$ cat src/rtl/writeback_retire_unit.sv
// Writeback/retire stage: registered regfile write port, bypass hold, stats.
// Optional macro WB_OVERFLOW_TRAP_EN redirects overflowing writes to STATUS_REG.
module writeback_retire_unit #(
    parameter int unsigned STATUS_REG  = 30,
    parameter int unsigned COUNT_WIDTH = 32
) (
    input  logic                   clock,
    input  logic                   reset,
    input  logic [31:0]            write_instruction,
    input  logic [31:0]            write_input_a,
    input  logic [31:0]            write_input_b,
    input  logic [4:0]             write_regfile_write_address,
    input  logic                   write_refile_write_en,
    input  logic                   write_ram_to_register_en,
    input  logic                   write_overflow,
    input  logic                   stall,
    input  logic                   clear_status,
    output logic                   regfile_write_en,
    output logic [4:0]             regfile_write_address,
    output logic [31:0]            regfile_write_data,
    output logic                   hold_valid,
    output logic [4:0]             hold_address,
    output logic [31:0]            hold_data,
    output logic                   sticky_overflow,
    output logic [COUNT_WIDTH-1:0] retired_count,
    output logic [COUNT_WIDTH-1:0] overflow_count
);

    localparam logic [4:0] STATUS_ADDR = 5'(STATUS_REG);

    logic                   retire;
    logic                   ovf_retire;
    logic [31:0]            sel_data;
    logic                   en_d, en_q;
    logic [4:0]             addr_d, addr_q;
    logic [31:0]            data_d, data_q;
    logic                   hvalid_q;
    logic [4:0]             haddr_q;
    logic [31:0]            hdata_q;
    logic                   sticky_q;
    logic [COUNT_WIDTH-1:0] ret_q, ovf_q;

    assign retire     = !stall && (write_instruction != 32'h0);
    assign ovf_retire = retire && write_overflow;
    assign sel_data   = write_ram_to_register_en ? write_input_b : write_input_a;

`ifdef WB_OVERFLOW_TRAP_EN
    logic        redirect;
    logic [4:0]  opcode;
    logic [4:0]  aluop;
    logic [31:0] exc_code;

    assign redirect = retire && write_refile_write_en && write_overflow;
    assign opcode   = write_instruction[31:27];
    assign aluop    = write_instruction[6:2];

    // Exception code identifying which arithmetic op overflowed
    always_comb begin
        exc_code = 32'd0;
        unique case (1'b1)
            (opcode == 5'b00000) && (aluop == 5'b00000): exc_code = 32'd1;
            (opcode == 5'b00101):                        exc_code = 32'd2;
            (opcode == 5'b00000) && (aluop == 5'b00001): exc_code = 32'd3;
            default:                                     exc_code = 32'd0;
        endcase
    end
`else
    logic redirect;
    logic unused_status;

    assign redirect      = 1'b0;
    assign unused_status = ^STATUS_ADDR;
`endif

    // Next write-port contents: nothing unless retiring, r0 never enabled
    always_comb begin
        en_d   = 1'b0;
        addr_d = 5'd0;
        data_d = 32'd0;
        if (retire) begin
`ifdef WB_OVERFLOW_TRAP_EN
            addr_d = redirect ? STATUS_ADDR : write_regfile_write_address;
            data_d = redirect ? exc_code : sel_data;
`else
            addr_d = write_regfile_write_address;
            data_d = sel_data;
`endif
            en_d   = write_refile_write_en && (addr_d != 5'd0);
        end
    end

    // Write port, bypass hold, sticky flag and saturating counters
    always_ff @(posedge clock) begin
        if (reset) begin
            en_q     <= 1'b0;
            addr_q   <= 5'd0;
            data_q   <= 32'd0;
            hvalid_q <= 1'b0;
            haddr_q  <= 5'd0;
            hdata_q  <= 32'd0;
            sticky_q <= 1'b0;
            ret_q    <= '0;
            ovf_q    <= '0;
        end else begin
            en_q     <= en_d;
            addr_q   <= addr_d;
            data_q   <= data_d;
            hvalid_q <= en_q;
            haddr_q  <= addr_q;
            hdata_q  <= data_q;
            if (ovf_retire) begin
                sticky_q <= 1'b1;
            end else if (clear_status) begin
                sticky_q <= 1'b0;
            end
            if (retire && !(&ret_q)) begin
                ret_q <= ret_q + 1'b1;
            end
            if (ovf_retire && !(&ovf_q)) begin
                ovf_q <= ovf_q + 1'b1;
            end
        end
    end

    assign regfile_write_en      = en_q;
    assign regfile_write_address = addr_q;
    assign regfile_write_data    = data_q;
    assign hold_valid            = hvalid_q;
    assign hold_address          = haddr_q;
    assign hold_data             = hdata_q;
    assign sticky_overflow       = sticky_q;
    assign retired_count         = ret_q;
    assign overflow_count        = ovf_q;

endmodule

$ cat config.mk
export PLATFORM = sky130hd
export DESIGN_NAME = writeback_retire_unit
export DESIGN_NICKNAME = d
export VERILOG_FILES = /design/src/rtl/writeback_retire_unit.sv
export SDC_FILE = /design/constraint.sdc
export NUM_CORES = 1
export LEC_CHECK = 0
export BUFFER_PORTS_ARGS = -buffer_cell sky130_fd_sc_hd__buf_2
export CAP_MARGIN = 40
export CORE_AREA = 5 5 127 129
export CTS_CLUSTER_DIAMETER = 120
export CTS_CLUSTER_SIZE = 25
export DETAILED_ROUTE_END_ITERATION = 6
export DIE_AREA = 0 0 132 134
export HOLD_SLACK_MARGIN = 0.15
export PLACE_DENSITY = 0.64
export SLEW_MARGIN = 20
export SYNTH_ARGS = -nofsm -noshare
export SYNTH_HDL_FRONTEND = slang
export SYNTH_SLANG_ARGS = --single-unit
$ cat constraint.sdc
create_clock -name clock -period 5.2 [get_ports clock]
set_input_delay 0.26 -clock clock [delete_from_list [all_inputs] [get_ports clock]]
set_output_delay 0.26 -clock clock [all_outputs]
set_load 0.05 [all_outputs]
==> results_dict.tcl, run 1 <==
set metrics [dict create \
    status "completed" \
    design.die.area_mm2 0.0177 \
    clockRootBuffer "clkbuf_16" \
    stdcell_area_mm2 0.00855 \
    p_int_mw 1.99 \
    cts_made_buffers 17 \
    synth-compound-area-share_pct 12.5 \
    slew_headroom_pct 46.3 \
    synth_top_cell_by_area "dfxtp_1" \
    synth_ff_type "dfxtp_1" \
    synthTopCellsByArea "dfxtp_1, mux2i_1, nor2b_1, or4_1, a21oi_1" \
    ios 249 \
    synth_area_mm2 0.00582 \
    cts.htree.levels 4 \
    period_needed_ns 2.88 \
    synth-edff-count 0 \
    synth_common_cells "dfxtp_1, nor2_1, a21oi_1" \
    fillers 1260 \
    drc 0 \
    grt_pass1_vias 5920 \
    grt-ovfl-total 0 \
    cts_resized 0 \
    fmax_mhz 347 \
    tritoncts "yes" \
    clkPwrFrac_pct 46.9 \
    hold_violations 0 \
    globalRouteTotalUtil_pct 20.5 \
    post_cts_buffers 0 \
    hpwlAfterDp_mm 12.5 \
    setup_viol 0 \
    clock_sinks 141 \
    dr.pass1.iters 5 \
    ys_warn_count 0 \
    synthAdderAreaFrac_pct 0.430 \
    totalWireLength_mm 18.2 \
    avgSynthCellArea_um2 9.29 \
    holdBufCountCts 71 \
    io_buffers 248 \
    ant_nets 0 \
    syn_inst 626 \
    yosysMostFrequentCell "dfxtp_1" \
    synthXorXnorAreaFrac_pct 0.151 \
    cp-start-kind "flip-flop" \
    fin_tns_setup_ns 0 \
    path_class "flip-flop to flip-flop" \
    power_mw 2.65 \
    fin_crit_sh_pct 55.5 \
    synth_top_family_by_area "simple AND/OR/NAND/NOR gates" \
    avgRoutedWirePerCell_um 16.0 \
    p_sw_share_pct 24.6 \
    grt_max_degree 61 \
    fin_worst_skew_ns 0.00798 \
    grt_pass1_wl_mm 29.9 \
    initial_utilization_pct 39.0 \
    seq_power_share_pct 42.2 \
    hold_class "input port to flip-flop" \
    rsz0062_at_grt "no" \
    cp.arrival_ns 3.19 \
    num_vias 5909 \
    power_frac_comb_pct 10.9 \
    die_w_um 132 \
    rows 45 \
    synth.net_count 736 \
    antenna_cells 0 \
    yosys.area.top_type_share_pct 48.5 \
    drt_iter0_drc 322 \
    synth.distinct_cells 42 \
    yosys.area_share.simple_pct 27.6 \
    endpoint_kind "flip-flop" \
    fin_nets 1044 \
    post_dp_cell_area_mm2 0.00724 \
    area_delta_synth_final_pct 47.1 \
    p_leak_nw 3.72 \
    synth-async-reset-ratio_pct 0 \
    ctsLongestPathBuffers 2 \
    die_h_um 134 \
    slew_viol_final 0 \
    irDropWorstVdd_mv 0.209 \
    drive_above_1_share_pct 32.2 \
    cp_data_required_time_ns 5.50 \
    coreArea_mm2 0.0149 \
    ys_ff_latch 141 \
    cellPowerDensity_mw_per_mm2 309 \
    antenna_found_initial 0 \
    p_sw_mw 0.652 \
    reg2reg_slack_ns 2.32 \
    seq_area_frac_synth_pct 48.5 \
    cp_max_fo 23 \
    clk-insertion-delay-late_ns 0.42 \
    clk_pin_slew_ns 0.06 \
    place.gp.congestion 0.801 \
    max_slew.worst_pin.slew_ns 0.806 \
    muxShareOfSynthArea_pct 7.64 \
    vias_per_cell 5.21 \
    cap_violations 0 \
]
[final timing paths]
kind | cells after the start | to | startpoint
setup reg to reg | 6 | retired_count[5]$_SDFFE_PP0P_ | retired_count[17]$_SDFFE_PP0P_
hold / removal | 2 | retired_count[16]$_SDFFE_PP0P_ | reset
setup / recovery | 6 | retired_count[5]$_SDFFE_PP0P_ | retired_count[17]$_SDFFE_PP0P_
hold reg to reg | 1 | hold_data[14]$_SDFF_PP0_ | regfile_write_data[14]$_SDFF_PP0_
[through the flow]
stage	utilization (%)	std cells	setup WS, ns	hold slack, ns
after floorplan	-	626	2.48	0.382
after global placement	48.1	1029	2.40	0.437
after detailed placement	48.5	1032	2.30	0.446
after CTS	57.3	1134	2.30	0.331
after global routing	57.3	1134	2.11	0.375
final	57.3	1134	2.32	0.337
[cells by family (layout without fill, tap and decap cells)]
logic type | Yosys count | after routing
and+or+nand+nor | 278 | 278
DFF | 141 | 141
xor gates and xnor gates | 1 | 1
buffers and inverters | 46 | 366
AOI/OAI and AO/OA | 115 | 115
muxes | 43 | 43
adders and majority gates | 2 | 2
[placed cells by master (no fill, tap or decap), types with 23 or more instances in the layout]
| master | count |
|---|---|
| a21oi_1 | 53 |
| buf_2 | 247 |
| dfxtp_1 | 141 |
| dlygate4sd3_1 | 71 |
| mux2i_1 | 32 |
| nand2_1 | 23 |
| nand4_1 | 26 |
| nor2_1 | 54 |
| nor2b_1 | 49 |
| o31ai_1 | 34 |
| or4_1 | 37 |
[metal layers]
layer  track usage (%)  share of wire, %  vias to the layer above
met2              33.7                47                      247
met3              9.56                11                       34
met1              23.5                40                     2700
li1                  -                 -                     2928
met5                 0                 0                        -
met4              7.31               2.5                        0
[worst max-delay path: stages, from the launching register on]
cell      delay [ns]
dfxtp_1         0.41
nand4_1         0.18
nor4_1          0.70
and2_1          0.67
buf_4           0.33
nand3b_1        0.14
mux2_2          0.33
[registers in the layout, summed over array words and instances, names as in the netlist]
name                   count
regfile_write_en           1
regfile_write_data        32
sticky_overflow            1
overflow_count            32
retired_count             32
hold_address               5
hold_valid                 1
hold_data                 32
regfile_write_address      5
[layout make-up]
class	instances	area, um^2	share of cell area (%)
repair buffers	327	2050	24.0
flip-flops and latches	141	2820	33.0
well taps	188	235	2.75
inverters	8	30.0	0.351
multi-input cells	439	2810	32.8
clock buffers	20	447	5.22
clock inverters	11	158	1.84
[power groups by stage]
stage	Clock, mW	Combinational [mW]	Sequential [mW]
3_5_place_dp	0	0.236	1.14
6_report	1.24	0.289	1.12
3_3_place_gp	0	0.230	1.14
5_1_grt	1.32	0.309	1.12
2_1_floorplan	0	0.0632	1.22
4_1_cts	1.27	0.285	1.11
No activity file was read; power rests on OpenSTA's default activity.
==> run 2, diff against run 1 <==
ABC_AREA = 1   (was not set)
CORE_AREA = 5 5 136 138   (was 5 5 127 129)
DIE_AREA = 0 0 141 143   (was 0 0 132 134)
PLACE_DENSITY = 0.65   (was 0.64)
clock period = 2.6 ns   (was 5.2 ns; I/O delays follow)
==> run 2 against run 1 <==
Compared with the run above: clock-buffer cell count is 2 lower; register-to-register slack worse by 1.9 ns; sequential share of layout area fell by 3.3 points; combinational power rose to 2.8 times the previous value; clock skew rose by 0.00062 ns; via count rose by 24%; cell count grew 40%; sequential cell count did not move; clock power is 92% higher; setup slack lost 1.9 ns; synthesized cell count is 66% higher.
==> results_dict.tcl, run 2 <==
set metrics [dict create \
    status "completed" \
    synth.distinct_cells 29 \
    cts.htree.levels 4 \
    area_delta_synth_final_pct 41.0 \
    hold_class "input port to flip-flop" \
    synth_top_cell_by_area "dfxtp_1" \
    layout_common_cells "nand2_1, buf_2, nor2_1" \
    synth_ff_type "dfxtp_1" \
    clk-insertion-delay-late_ns 0.41 \
    drive_above_1_share_pct 22.2 \
    antenna_found_initial 0 \
    min-delay-start "write_overflow" \
    max_slew.worst_pin.slew_ns 0.647 \
    period_needed_ns 2.19 \
    ys_ff_latch 141 \
    ant_nets 0 \
    post_cts_buffers 0 \
    seq_area_frac_synth_pct 41.9 \
    globalRouteTotalUtil_pct 21.3 \
    fillers 1619 \
    fin_ws_ns 0.414 \
    critical_path.startpoint "overflow_count[1]$_SDFFE_PP0P_" \
    p_sw_share_pct 28.5 \
    cap_violations 0 \
    grt-ovfl-total 0 \
    cts_resized 0 \
    avgSynthCellArea_um2 6.50 \
    hold_violations 0 \
    utilization_pct 55.8 \
    vias_per_cell 4.62 \
    ios 249 \
    multi_input_area_mm2 0.00332 \
    ff_latch_area_mm2 0.00282 \
    cp_data_required_time_ns 2.88 \
    num_vias 7354 \
    final_common_cell "nand2_1" \
    place.gp.congestion 0.924 \
    slew_viol_final 0 \
    cts_made_buffers 17 \
    die_h_um 143 \
    yosys.area.top_type_share_pct 41.9 \
    clkPwrFrac_pct 43.3 \
    avgRoutedWirePerCell_um 13.5 \
    tritoncts "yes" \
    grt_max_degree 81 \
    r2r-start "overflow_count[1]$_SDFFE_PP0P_" \
    synth.net_count 1147 \
    path_class "flip-flop to flip-flop" \
    hpwlAfterDp_mm 15.2 \
    cp.arrival_ns 2.47 \
    endpoint_kind "flip-flop" \
    clk_pin_slew_ns 0.06 \
    fin_nets 1465 \
    clockRootBuffer "clkbuf_16" \
    die_w_um 141 \
    grt_pass1_vias 7137 \
    dr.pass1.iters 5 \
    synthTopCellsByArea "dfxtp_1, nand2_1, nor2_1, inv_1, a21oi_1" \
    antenna_cells 0 \
    cellPowerDensity_mw_per_mm2 577 \
    clock_sinks 141 \
    hold_slack_ns 0.194 \
    drc 0 \
    place_inst 1486 \
    p_sw_mw 1.56 \
    synth-edff-count 0 \
    ctsLongestPathBuffers 2 \
    synth-async-reset-ratio_pct 0 \
    initial_utilization_pct 39.5 \
    syn_inst 1037 \
    synth_common_cells "nand2_1, nor2_1, dfxtp_1" \
    ys_warn_count 0 \
    seq_power_share_pct 41.9 \
    drt_iter0_drc 338 \
    synth_area_mm2 0.00674 \
    fmax_mhz 457 \
    rsz0062_at_grt "no" \
    instances_no_fill 1592 \
    setup_viol 0 \
    coreArea_mm2 0.0171 \
    grt_pass1_wl_mm 34.9 \
    cp-start-kind "flip-flop" \
    fin_tns_setup_ns 0 \
    yosysMostFrequentCell "nand2_1" \
    cp_max_fo 24 \
    post-place-ws_ns 0.428 \
    irDropWorstVdd_mv 0.429 \
    p_leak_nw 4.59 \
    fin_crit_sh_pct 84.1 \
    slew_headroom_pct 56.8 \
    totalWireLength_mm 21.5 \
    rows 48 \
    power_frac_comb_pct 14.7 \
    p_int_mw 3.92 \
    io_buffers 248 \
    design.die.area_mm2 0.0202 \
    fin_worst_skew_ns 0.00860 \
    holdBufCountCts 74 \
]
[run 2: cell count changes after synthesis, moves of 35 or more]
cell / previous run / this run
nor2b_1: 49 / 0
nand2_1: 23 / 343
inv_1: 8 / 106
nand3_1: 21 / 56
nor2_1: 54 / 208
or4_1: 37 / 0
[run 2: cells by family (layout without fill, tap and decap cells)]
group	after synthesis	count (layout)	share of synthesized area [%]
AO/OA/AOI/OAI	75	75	5.60
AND/OR/NAND/NOR	639	639	38.6
adder cells (fa/ha/maj)	2	2	0.371
XOR/XNOR	36	36	4.68
buffers and inverters	144	474	8.93
flip-flops	141	141	41.9
[run 2: power by group through the flow]
stage                     Combinational, mW  Sequential [mW]  Clock (mW)
after floorplan                       0.238             2.60           0
after global placement                0.713             2.34           0
after detailed placement              0.721             2.35           0
after CTS                             0.799             2.30        2.44
after global routing                  0.878             2.31        2.53
final                                 0.808             2.30        2.38
[run 2: critical path, stage by stage (launching register included)]
cell,delay (ns)
dfxtp_1,0.37
ha_1,0.20
inv_1,0.08
nor2_2,0.21
nand2_1,0.13
nor2_2,0.17
nand2_2,0.14
nand4_4,0.24
buf_4,0.31
nand2_1,0.08
nand2_1,0.08
nor2_1,0.04
[run 2: stage by stage]
step           total power, mW  cell area, um^2
2_1_floorplan             2.84             6740
5_1_grt                   5.72             9510
3_5_place_dp              3.07             8180
3_3_place_gp              3.06             8140
6_report                  5.48             9510
4_1_cts                   5.54             9490
[run 2: path summary, 6_finish.rpt]
| path | end | slack, ns | cells past startpoint |
|---|---|---|---|
| setup / recovery | overflow_count[15]$_SDFFE_PP0P_ | 0.41 | 11 |
| hold / removal | overflow_count[11]$_SDFFE_PP0P_ | 0.19 | 6 |
| setup reg to reg | overflow_count[15]$_SDFFE_PP0P_ | 0.41 | 11 |
| hold reg to reg | hold_data[26]$_SDFF_PP0_ | 0.42 | 2 |
[run 2: routing by layer]
metal | global-route usage [%] | routed length [um] | vias up
met2 | 36.3 | 10200 | 274
met5 | 0 | 0 | -
met4 | 8.11 | 543 | 0
met3 | 7.33 | 2010 | 39
li1 | - | - | 3802
met1 | 24.7 | 8810 | 3239
[run 2: final cells by class]
class,count,share of cell area (%)
Inverter,108,4.26
Timing Repair Buffer,335,22.2
Clock buffer,18,4.51
Sequential cell,141,29.7
Tap cell,225,2.96
Multi-Input combinational cell,752,34.9
Clock inverter,13,1.51
